## src/rtl/branch_resolve.sv

```systemverilog
// rtl/branch_resolve.sv - EX-stage branch/JALR resolution, mispredict redirect, predictor update and branch statistics
module branch_resolve #(
    parameter int XLEN  = 32,
    parameter int CNT_W = 16
) (
    input  logic             clk,
    input  logic             reset,
    input  logic             ex_valid,
    output logic             ex_ready,
    input  logic             ex_is_branch,
    input  logic             ex_is_jalr,
    input  logic [XLEN-1:0]  ex_pc,
    input  logic [2:0]       ex_funct3,
    input  logic [XLEN-1:0]  ex_rs1,
    input  logic [XLEN-1:0]  ex_rs2,
    input  logic [XLEN-1:0]  ex_imm,
    input  logic             ex_pred_taken,
    output logic             flush,
    output logic             redir_valid,
    output logic [XLEN-1:0]  redir_pc,
    input  logic             redir_ready,
    output logic             upd_valid,
    output logic [XLEN-1:0]  upd_addr,
    output logic             upd_taken,
    input  logic             stat_clear,
    output logic [CNT_W-1:0] stat_branches,
    output logic [CNT_W-1:0] stat_mispred
);

    typedef enum logic {IDLE, REDIRECT} state_t;

    state_t            state;
    state_t            state_next;
    logic              resolve;
    logic              is_br;
    logic              taken;
    logic              mispredict;
    logic [XLEN-1:0]   jalr_sum;
    logic [XLEN-1:0]   correct_pc;

    assign ex_ready = (state == IDLE);

    always_comb begin
        is_br    = ex_is_branch & ~ex_is_jalr;
        resolve  = ex_valid & ex_ready & (ex_is_branch | ex_is_jalr);
        jalr_sum = ex_rs1 + ex_imm;
        case (ex_funct3)
            3'b000:  taken = (ex_rs1 == ex_rs2);
            3'b001:  taken = (ex_rs1 != ex_rs2);
            3'b100:  taken = ($signed(ex_rs1) <  $signed(ex_rs2));
            3'b101:  taken = ($signed(ex_rs1) >= $signed(ex_rs2));
            3'b110:  taken = (ex_rs1 <  ex_rs2);
            3'b111:  taken = (ex_rs1 >= ex_rs2);
            default: taken = 1'b0;
        endcase
        // No target predictor exists, so every JALR is treated as a mispredict.
        mispredict = ex_is_jalr | (taken != ex_pred_taken);
        if (ex_is_jalr)
            correct_pc = {jalr_sum[XLEN-1:1], 1'b0};
        else if (taken)
            correct_pc = ex_pc + ex_imm;
        else
            correct_pc = ex_pc + XLEN'(4);
    end

    always_comb begin
        state_next = state;
        case (state)
            IDLE:     if (resolve && mispredict) state_next = REDIRECT;
            REDIRECT: if (redir_ready)           state_next = IDLE;
            default:  state_next = IDLE;
        endcase
    end

    always_ff @(posedge clk or posedge reset) begin
        if (reset) begin
            state       <= IDLE;
            flush       <= 1'b0;
            redir_valid <= 1'b0;
            redir_pc    <= '0;
            upd_valid   <= 1'b0;
            upd_addr    <= '0;
            upd_taken   <= 1'b0;
        end else begin
            state       <= state_next;
            flush       <= resolve & mispredict;
            redir_valid <= (state_next == REDIRECT);
            if (state == IDLE && state_next == REDIRECT)
                redir_pc <= correct_pc;
            upd_valid   <= resolve & is_br;
            if (resolve && is_br) begin
                upd_addr  <= ex_pc;
                upd_taken <= taken;
            end
        end
    end

    // Saturating statistics; a clear wins over an increment in the same cycle.
    always_ff @(posedge clk or posedge reset) begin
        if (reset) begin
            stat_branches <= '0;
            stat_mispred  <= '0;
        end else if (stat_clear) begin
            stat_branches <= '0;
            stat_mispred  <= '0;
        end else if (resolve && is_br) begin
            if (stat_branches != {CNT_W{1'b1}})
                stat_branches <= stat_branches + CNT_W'(1);
            if (mispredict && stat_mispred != {CNT_W{1'b1}})
                stat_mispred <= stat_mispred + CNT_W'(1);
        end
    end

endmodule

```

## config.mk

```make
export PLATFORM = sky130hd
export DESIGN_NAME = branch_resolve
export DESIGN_NICKNAME = d
export VERILOG_FILES = /design/src/rtl/branch_resolve.sv
export SDC_FILE = /design/constraint.sdc
export NUM_CORES = 1
export LEC_CHECK = 0
export ABC_AREA = 1
export ABC_CLOCK_PERIOD_IN_PS = 10500
export CORE_MARGIN = 5
export CORE_UTILIZATION = 51
export CTS_BUF_LIST = sky130_fd_sc_hd__clkbuf_16
export CTS_CLUSTER_DIAMETER = 40
export CTS_CLUSTER_SIZE = 14
export DETAILED_ROUTE_END_ITERATION = 7
export PLACE_DENSITY_LB_ADDON = 0.3
export SLEW_MARGIN = 10
export SYNTH_ARGS = -nofsm -noshare
export SYNTH_HDL_FRONTEND = slang
export SYNTH_SLANG_ARGS = --single-unit
```

## constraint.sdc

```tcl
create_clock -name clk -period 10.5 [get_ports clk]
set_clock_uncertainty 0.05 [all_clocks]
set_input_delay 2.625 -clock clk [delete_from_list [all_inputs] [get_ports clk]]
set_output_delay 2.625 -clock clk [all_outputs]
set_load 0.005 [all_outputs]
```

==> metrics.yaml, run 1 <==
drt:
  drt-total-wl_um: 33100
  wire_per_inst_um: 16.3
  drt-pass1-iter-count: 5
  drt_iter0_markers: 646
  drc: 0
  vias: 11100
  vias_per_cell: 5.47
  ant_nets: 0
synth:
  synth_top_family_by_area: "simple AND/OR/NAND/NOR gates"
  netlist_area_um2: 9960
  synth-xor-area-share_pct: 5.72
  synth_enable_flop_cells: 0
  ys_seq_area_share_pct: 25.1
  netlist_instances: 1541
  yosys_register_bits: 100
  syn_nets: 1778
  synth_compound_area_share_pct: 15.1
  synthFlopType: "dfrtp_1"
  synth-simple-area-share_pct: 32.0
  syn_avg_cell_area_um2: 6.46
  synthMuxAreaShare_pct: 0
  ys.warnings.count: 0
  ys_types: 45
  synthArstFlopShare_pct: 100
  synthAdderAreaFrac_pct: 12.5
worst_setup_path:
  timing.rr.start: "stat_mispred[1]$_DFFE_PP0P_"
  crit_path_end_kind: "flip-flop"
  rrSetupSlack_ps: 7780
  start_kind: "input port"
  crit_start: "ex_rs2[7]"
  critPathKind: "input port to flip-flop"
  cp_max_fo: 38
  cp.required_ps: 10730
  worstPathArrival_ps: 6440
global_routing:
  grt_pass1_vias: 10700
  grt_max_degree: 69
  grt_use_total_pct: 29.3
  antenna_found_initial: 1
  grt_first_pass_wirelength_um: 52600
  overflow: 0
clocking:
  cts_buffers: 9
  cts_tree: "built"
  post_cts_resized: 0
  clk_path_buf_depth: 2
  clkTransAtPathRegs_ps: 70
  cts_htree_levels: 3
  cts_sinks: 100
  cts_root_buffer: "clkbuf_16"
  insertion_delay_ps: 340
  cts_setup_buffers: 0
  cts-hold-fix-buffers: 0
floorplan:
  start_util_pct: 51.5
  io_pins: 240
  die_h_um: 150
  die_area_um2: 22400
  rows: 51
  core_um2: 19300
  die_x_um: 150
cells_and_area:
  fin_util_pct: 66.4
  syn_to_final_growth_pct: 28.8
  num-nets-final: 1998
  final_layout_size_suffix_gt1_share_pct: 2.49
job:
  maxCapViolCount: 0
placed_design:
  port_buffers: 239
  place_congestion: 0.941
  dp_hpwl_um: 27300
sta:
  setup-violations-final: 0
  max_freq_mhz: 161
  fin_crit_sh_pct: 59.1
  setup_tns_ps: 0
  rsz0062_at_grt: "false"
  final_hold_viol_count: 0
  slew_viol_final: 0
  tightest_slew_ps: 848
  fin_crit_ps: 6200
  max_slew_margin_pct: 43.4
min_path:
  hold_class: "flip-flop to flip-flop"
  worstHoldStart: "redir_pc[14]$_DFFE_PP0P_"
power:
  power_density_nw_per_um2: 116
  leakage_nw: 6.30
  peakVddDrop_v: 0.0000994
status:
  status: "complete, no violations"
-- logic make-up after synthesis --
kind of cell	Yosys count
flops	100
fa+ha+maj	98
compound gates	282
xor+xnor	65
buf+inv	239
simple gates	757
-- flip-flops by register name, summed over array words and instances, names as in the netlist --
name,cells
flush,1
redir_pc,32
stat_branches,16
stat_mispred,16
state,1
upd_addr,32
upd_taken,1
upd_valid,1
-- synth_stat cells (5+ instances only) --
master	number	area, um2
dfrtp_1	100	2500
a31oi_1	7	43.8
nor4_1	16	100
inv_1	200	751
ha_1	96	1200
buf_1	5	18.8
nand3_1	75	375
o21a_1	5	37.5
a21oi_1	117	586
nand4_1	23	144
nor3_1	33	165
o211ai_1	12	90.1
buf_2	10	50.1
buf_6	5	56.3
clkbuf_1	14	52.6
o21ai_1	5	25.0
xnor2_1	15	131
xor2_1	50	438
or2_2	7	43.8
o21ai_0	119	596
nor2_1	131	492
nand2_1	453	1700
-- layout make-up --
cell class	instances	area, um2
Tap cell	265	332
Antenna cell	1	2.50
Timing Repair Buffer	244	2430
Fill cell	1796	6500
Clock inverter	6	65.1
Inverter	204	768
Multi-Input combinational cell	1202	6510
Sequential cell	100	2500
Clock buffer	9	225
-- power breakdown --
| group | leakage, nW | switching (mW) | internal (mW) |
|---|---|---|---|
| combinational | 4.86 | 0.341 | 0.311 |
| sequential | 1.30 | 0.0501 | 0.460 |
| clock | 0.142 | 0.147 | 0.184 |
-- final timing paths --
check,endpoint,cells past startpoint
worst max-delay path,redir_pc[7]$_DFFE_PP0P_,20
worst min-delay path,redir_pc[14]$_DFFE_PP0P_,2
worst max register to register,stat_mispred[0]$_DFFE_PP0P_,14
worst min register to register,redir_pc[14]$_DFFE_PP0P_,2
max in group asynchronous,redir_pc[7]$_DFFE_PP0P_,3
min in group asynchronous,stat_branches[1]$_DFFE_PP0P_,2
-- routing by layer --
layer  routed length (um)  track usage [%]  up-vias
li1                     -                -     5490
met1                14400             40.4     5079
met2                14900             47.5      470
met3                 2850             3.73       66
met4                  953             9.88        0
met5                    0                0        -
-- critical path: stages --
cell and delay (ps):
clkdlybuf4s50_1 450, inv_1 40, ha_1 280, nand2_1 70, nor2_1 160, nand4_1 160, nor2_1 250, nand2_2 120
o21ai_1 130, inv_1 70, nand2_1 70, nor2_2 40, nand3_2 60, buf_4 350, nand2_4 80, nand3_4 260
nand2_4 320, inv_2 540, o21ai_0 180, nand2_1 90
-- cell usage in the layout, fill, tap and decap left out, drive strengths merged, types with 2 or more instances in the layout --
cell | netlist | final
o31ai | 2 | 2
clkbuf | 14 | 9
nand4 | 23 | 23
or2 | 7 | 7
inv | 204 | 205
buf | 21 | 5
nor4 | 16 | 16
o21bai | 4 | 4
nand2 | 456 | 456
o21a | 5 | 5
xor2 | 50 | 50
nand3b | 2 | 2
xnor2 | 15 | 15
nand3 | 78 | 78
dfrtp | 100 | 100
clkinv | 0 | 3
nor2 | 133 | 133
a21o | 3 | 3
a21oi | 117 | 117
ha | 96 | 96
a31oi | 7 | 7
and2 | 2 | 2
clkdlybuf4s50 | 0 | 239
nor3 | 35 | 35
o21ai | 124 | 124
o22ai | 2 | 2
o211ai | 12 | 12
a21boi | 3 | 3
fa | 2 | 2
nor3b | 3 | 3
-- per-stage QoR --
step | setup WS [ps] | cell area, um2 | hold WS [ps] | cells | total power, mW
CTS | 4360 | 12800 | 434 | 2030 | 1.49
global route | 3900 | 12800 | 444 | 2031 | 1.59
detailed placement | 4010 | 12500 | 416 | 2015 | 1.16
floorplan | 5210 | 9960 | 422 | 1541 | 0.835
finish | 4300 | 12800 | 432 | 2031 | 1.49
global placement | 4130 | 12500 | 411 | 2015 | 1.15
Power figures use the tool's default switching activity.
==> inputs of run 2 (changes only) <==
--- a/config.mk
+++ b/config.mk
@@ -6,9 +6,9 @@
 export NUM_CORES = 1
 export LEC_CHECK = 0
 export ABC_AREA = 1
-export ABC_CLOCK_PERIOD_IN_PS = 10500
+export ABC_CLOCK_PERIOD_IN_PS = 5450
 export CORE_MARGIN = 5
-export CORE_UTILIZATION = 51
+export CORE_UTILIZATION = 47
 export CTS_BUF_LIST = sky130_fd_sc_hd__clkbuf_16
 export CTS_CLUSTER_DIAMETER = 40
 export CTS_CLUSTER_SIZE = 14
==> constraint.sdc (replaced) <==
create_clock -name clk -period 5.45 [get_ports clk]
set_clock_uncertainty 0.05 [all_clocks]
set_input_delay 1.3625 -clock clk [delete_from_list [all_inputs] [get_ports clk]]
set_output_delay 1.3625 -clock clk [all_outputs]
set_load 0.005 [all_outputs]
==> run 2 against run 1 <==
Power rose by 95%; final area rose by 0.49%; flip-flop and latch count did not move; count of clock-buffer cells in the layout did not move; worst hold slack improved by 1.7 ps; routed wire length fell by 1.1%; largest power group unchanged; sequential power rose by 91%.
==> metrics.yaml, run 2 (same netlist as run 1, synthesis figures left out) <==
worst_setup_path:
  crit_path_end_kind: "flip-flop"
  crit_slowest_cell: "inv_2"
  crit_path_max_incr_delay_ps: 490
  start_kind: "input port"
  worstPathCellList: "clkdlybuf4s50_1 -> ha_1 -> a21oi_1 -> nand2_1 -> nand2_1 -> nand2_1 -> a21oi_1 -> nand3_1 -> nand2_1 -> nor2_1 -> nor2_1 -> nand3_1 -> nand3_4 -> nand2_4 -> inv_2 -> o21ai_0 -> nand2_1"
  cp.required_ps: 5690
  crit_top_cell: "nand2_1"
  cp_max_fo: 32
  worstPathArrival_ps: 4730
  critPathKind: "input port to flip-flop"
drt:
  vias_per_cell: 5.36
  drt-total-wl_um: 32700
  drt-pass1-iter-count: 7
  drc: 0
  vias: 11000
  wire_per_inst_um: 16.0
  ant_nets: 0
  drt_iter0_markers: 781
sta:
  slew_viol_final: 0
  fin_crit_ps: 4490
  setup-violations-final: 0
  setup_tns_ps: 0
  tightest_slew_ps: 864
  fin_crit_sh_pct: 82.4
  max_freq_mhz: 223
  rsz0062_at_grt: "false"
  setup_ws_ps: 959
  max_slew_margin_pct: 42.4
  final_hold_viol_count: 0
global_routing:
  overflow: 0
  grt_first_pass_wirelength_um: 52200
  grt_use_total_pct: 26.4
  grt_pass1_vias: 10600
  grt_max_degree: 73
  antenna_found_initial: 1
floorplan:
  die_area_um2: 24200
  die_h_um: 156
  die_x_um: 156
  io_pins: 240
  rows: 53
  core_um2: 21000
  start_util_pct: 47.5
clocking:
  clkTransAtPathRegs_ps: 70
  clk_path_buf_depth: 2
  cts_setup_buffers: 0
  cts_sinks: 100
  cts_htree_levels: 3
  post_cts_resized: 0
  cts_root_buffer: "clkbuf_16"
  cts_tree: "built"
  insertion_delay_ps: 350
  cts_buffers: 9
  cts-hold-fix-buffers: 0
power:
  power_density_nw_per_um2: 226
  finalPower_mw: 2.91
  peakVddDrop_v: 0.000159
  leakage_nw: 6.32
placed_design:
  dp_hpwl_um: 27000
  place_congestion: 0.913
  port_buffers: 239
  pre_cts_ws_ps: 620
min_path:
  hold_class: "flip-flop to flip-flop"
cells_and_area:
  top_regs: "redir_pc x32, upd_addr x32"
  syn_to_final_growth_pct: 29.5
  final_layout_size_suffix_gt1_share_pct: 2.77
  final_cell_mix: "nand2_1, clkdlybuf4s50_1, inv_1, nor2_1, o21ai_0"
  final_common_cell: "nand2_1"
  n_fill_cell: 2028
  num-nets-final: 2002
job:
  maxCapViolCount: 0
status:
  status: "complete, no violations"
## run 2: changes by cell type in the layout (fill, tap and decap cells not counted), sizes merged
cell	change
buf	+4
clkinv	-1
clkinvlp	+1
inv	+1
## run 2: layout make-up
type | count | area [um2] | area share (%)
diodes | 1 | 2.50 | 0.0194
clock buffers | 9 | 225 | 1.75
clock inverters | 7 | 85.1 | 0.660
inverters | 204 | 768 | 5.96
multi-input cells | 1202 | 6510 | 50.5
flip-flops and latches | 100 | 2500 | 19.4
well taps | 275 | 344 | 2.67
repair buffers | 248 | 2460 | 19.1
## run 2: stage by stage
| stage | cell area, um2 | hold WS [ps] | utilization, % | std cells |
|---|---|---|---|---|
| 2_1_floorplan | 9960 | 422 | - | 1541 |
| 3_3_place_gp | 12600 | 415 | 60.0 | 2029 |
| 3_5_place_dp | 12600 | 417 | 60.0 | 2029 |
| 4_1_cts | 12900 | 436 | 61.5 | 2045 |
| 5_1_grt | 12900 | 458 | 61.5 | 2046 |
| 6_report | 12900 | 433 | 61.5 | 2046 |
## run 2: path summary, 6_finish.rpt
| check | startpoint | endpoint | slack, ps | cells after the start |
|---|---|---|---|---|
| min in group asynchronous | reset | upd_addr[29]$_DFFE_PP0P_ | 1500 | 2 |
| setup / recovery | ex_rs1[19] | redir_pc[4]$_DFFE_PP0P_ | 960 | 17 |
| hold / removal | upd_addr[14]$_DFFE_PP0P_ | upd_addr[14]$_DFFE_PP0P_ | 430 | 2 |
| setup reg to reg | state$_DFF_PP0_ | stat_branches[12]$_DFFE_PP0P_ | 2470 | 15 |
| hold reg to reg | upd_addr[14]$_DFFE_PP0P_ | upd_addr[14]$_DFFE_PP0P_ | 430 | 2 |
| max in group asynchronous | reset | redir_pc[5]$_DFFE_PP0P_ | 2930 | 3 |
## run 2: worst max-delay path: cells and delay by family
kind	cells	cell delay (ps)
buffers and inverters	2	950
and+or+nand+nor	11	1360
AOI/OAI and AO/OA	3	680
adders and majority gates	1	350
## run 2: power by group
group          internal [mW]  switching, mW  total (mW)
clock                  0.365          0.310       0.675
sequential             0.885         0.0907       0.976
combinational          0.604          0.656        1.26
## run 2: per-layer routing
layer	vias to the layer above	part of all wire, %	wire, um	global-route usage (%)
li1	5502	-	-	-
met1	4984	44	14300	36.4
met2	430	46	15000	44.1
met3	47	8.3	2710	3.47
met4	0	2.3	746	6.67
met5	-	0	0	0
==> inputs of run 3 (changes only) <==
--- a/config.mk
+++ b/config.mk
@@ -6,9 +6,9 @@
 export NUM_CORES = 1
 export LEC_CHECK = 0
 export ABC_AREA = 1
-export ABC_CLOCK_PERIOD_IN_PS = 5450
+export ABC_CLOCK_PERIOD_IN_PS = 4180
 export CORE_MARGIN = 5
-export CORE_UTILIZATION = 47
+export CORE_UTILIZATION = 51
 export CTS_BUF_LIST = sky130_fd_sc_hd__clkbuf_16
 export CTS_CLUSTER_DIAMETER = 40
 export CTS_CLUSTER_SIZE = 14
==> constraint.sdc (replaced) <==
create_clock -name clk -period 4.18 [get_ports clk]
set_clock_uncertainty 0.05 [all_clocks]
set_input_delay 1.045 -clock clk [delete_from_list [all_inputs] [get_ports clk]]
set_output_delay 1.045 -clock clk [all_outputs]
set_load 0.005 [all_outputs]
==> run 3 against run 2 <==
Non-clock buffer count increased by 15; worst setup slack worse by 500 ps; first-iteration DRC count shrank 15%; register-to-register slack worse by 960 ps; via count up 2.0%; power grew 27%; critical path depth increased by 1; clock power rose by 12%; combinational power is 33% higher; final area is 0.79% higher; routed wire length is 2.0% lower; count of clock-buffer cells in the layout unchanged; largest cell class unchanged; highest routed layer unchanged.
==> metrics.yaml, run 3 (same netlist as run 1, synthesis figures left out) <==
sta:
  fin_crit_sh_pct: 89.1
  rsz0062_at_grt: "false"
  fin_crit_ps: 3720
  max_slew_margin_pct: 63.2
  slew_viol_final: 0
  setup_tns_ps: 0
  max_freq_mhz: 268
  final_hold_viol_count: 0
  setup-violations-final: 0
  tightest_slew_ps: 547
floorplan:
  rows: 51
  die_area_um2: 22400
  start_util_pct: 51.5
  die_h_um: 150
  core_um2: 19300
  io_pins: 240
  die_x_um: 150
drt:
  vias: 11200
  drt_iter0_markers: 663
  ant_nets: 0
  drc: 0
  drt-total-wl_um: 32100
  wire_per_inst_um: 15.6
  vias_per_cell: 5.45
  drt-pass1-iter-count: 7
global_routing:
  antenna_found_initial: 1
  grt_pass1_vias: 10700
  grt_first_pass_wirelength_um: 51300
  grt_use_total_pct: 28.2
  overflow: 0
  grt_max_degree: 62
worst_setup_path:
  crit_path_end_kind: "flip-flop"
  worstReg2RegEnd: "stat_mispred[0]$_DFFE_PP0P_"
  cp_max_fo: 32
  rrSetupSlack_ps: 1510
  critPathKind: "input port to flip-flop"
  start_kind: "input port"
  worstPathArrival_ps: 3950
  timing.rr.start: "stat_mispred[1]$_DFFE_PP0P_"
  cp.required_ps: 4410
  r2r_cells: 14
clocking:
  cts_root_buffer: "clkbuf_16"
  clk_path_buf_depth: 2
  cts_htree_levels: 3
  cts-hold-fix-buffers: 0
  cts_buffers: 9
  cts_sinks: 100
  insertion_delay_ps: 350
  cts_setup_buffers: 0
  cts_tree: "built"
  clkTransAtPathRegs_ps: 60
  post_cts_resized: 0
power:
  power_frac_comb_pct: 45.2
  internal-power_mw: 2.36
  leakage_nw: 6.40
  pwr-share-seq_pct: 34.3
  switching_power_mw: 1.34
  peakVddDrop_v: 0.000202
  power_density_nw_per_um2: 285
  swShare_pct: 36.2
  clkPwrFrac_pct: 20.5
min_path:
  whs_endpoint: "redir_pc[11]$_DFFE_PP0P_"
  worstHoldStart: "redir_pc[11]$_DFFE_PP0P_"
  hold_class: "flip-flop to flip-flop"
  worstHoldPathCells: 2
cells_and_area:
  final_layout_size_suffix_gt1_share_pct: 3.36
  final_area_um2: 13000
  num-nets-final: 2017
  n_fill_cell: 1735
  final_common_cell: "nand2_1"
  syn_to_final_growth_pct: 30.5
  final_cell_mix: "nand2_1, clkdlybuf4s50_1, inv_1, nor2_1, o21ai_0"
  top_regs: "redir_pc x32, upd_addr x32"
placed_design:
  dp_hpwl_um: 26800
  place_congestion: 0.972
  placed_area_um2: 12700
  port_buffers: 239
job:
  maxCapViolCount: 0
status:
  status: "complete, no violations"
==> run 3: changes by cell type in the layout (fill, tap and decap cells not counted) <==
cell	previous run	this run
buf_4	9	20
buf_12	0	4
clkinv_1	0	2
inv_1	199	201
inv_8	2	0
bufinv_16	1	0
clkinv_2	0	1
clkinv_4	2	1
clkinvlp_4	2	1
==> run 3: worst max path at each step <==
stage | slack, ps | from | depth (start not counted) | endpoint
floorplan | 470 | reset | 1 | flush$_DFF_PP0_
global placement | 230 | ex_pc[0] | 20 | redir_pc[30]$_DFFE_PP0P_
detailed placement | 140 | ex_rs1[31] | 18 | redir_pc[4]$_DFFE_PP0P_
CTS | 490 | ex_rs1[31] | 22 | redir_pc[29]$_DFFE_PP0P_
global route | 170 | ex_rs1[31] | 18 | redir_pc[7]$_DFFE_PP0P_
finish | 460 | ex_rs1[31] | 18 | redir_pc[7]$_DFFE_PP0P_
==> run 3: stage by stage <==
step                      cells  setup WS (ps)  hold slack [ps]  power [mW]  util [%]
after floorplan            1541            466              422        2.10         -
after global placement     2034            234              411        2.91      65.8
after detailed placement   2034            136              414        2.95      65.8
after CTS                  2050            491              432        3.70      67.2
after global routing       2051            169              441        3.96      67.2
final                      2051            455              430        3.71      67.2
==> run 3: layer usage <==
layer  GRT usage (%)  up-vias  part of all wire, %
met4            10.2        0                  3.4
met3            3.97       73                  9.9
met1            37.8     5072                   42
met2            46.7      498                   45
met5               0        -                    0
li1                -     5534                    -
==> run 3: power by group through the flow <==
stage / Combinational, mW / Clock (mW) / Sequential (mW)
2_1_floorplan: 0.814 / 0 / 1.28
3_3_place_gp: 1.63 / 0 / 1.28
3_5_place_dp: 1.66 / 0 / 1.29
4_1_cts: 1.66 / 0.765 / 1.27
5_1_grt: 1.84 / 0.817 / 1.30
6_report: 1.68 / 0.758 / 1.27
==> run 3: critical path: stages <==
cell and delay (ps):
clkdlybuf4s50_1 470, ha_1 370, nand2_1 100, nor2_2 130, nand2_1 100, nor3b_2 220, nand2_1 140, nand2_1 80
nand2_1 80, nand2_1 80, nor2_1 40, nor2_1 90, nand3_1 110, nand3_4 120, nand2_4 70, inv_2 420
o21ai_0 180, nand2_1 90
==> run 3: final cells by class <==
cell class                 instances  area, um2  share of cell area (%)
antenna                            1       2.50                  0.0193
clock buffer                       9        225                    1.73
clock inverter                     7       36.3                   0.279
inverter                         204        768                    5.91
multi-input combinational       1202       6510                    50.1
sequential                       100       2500                    19.3
tap                              265        332                    2.55
timing repair buffer             263       2620                    20.2
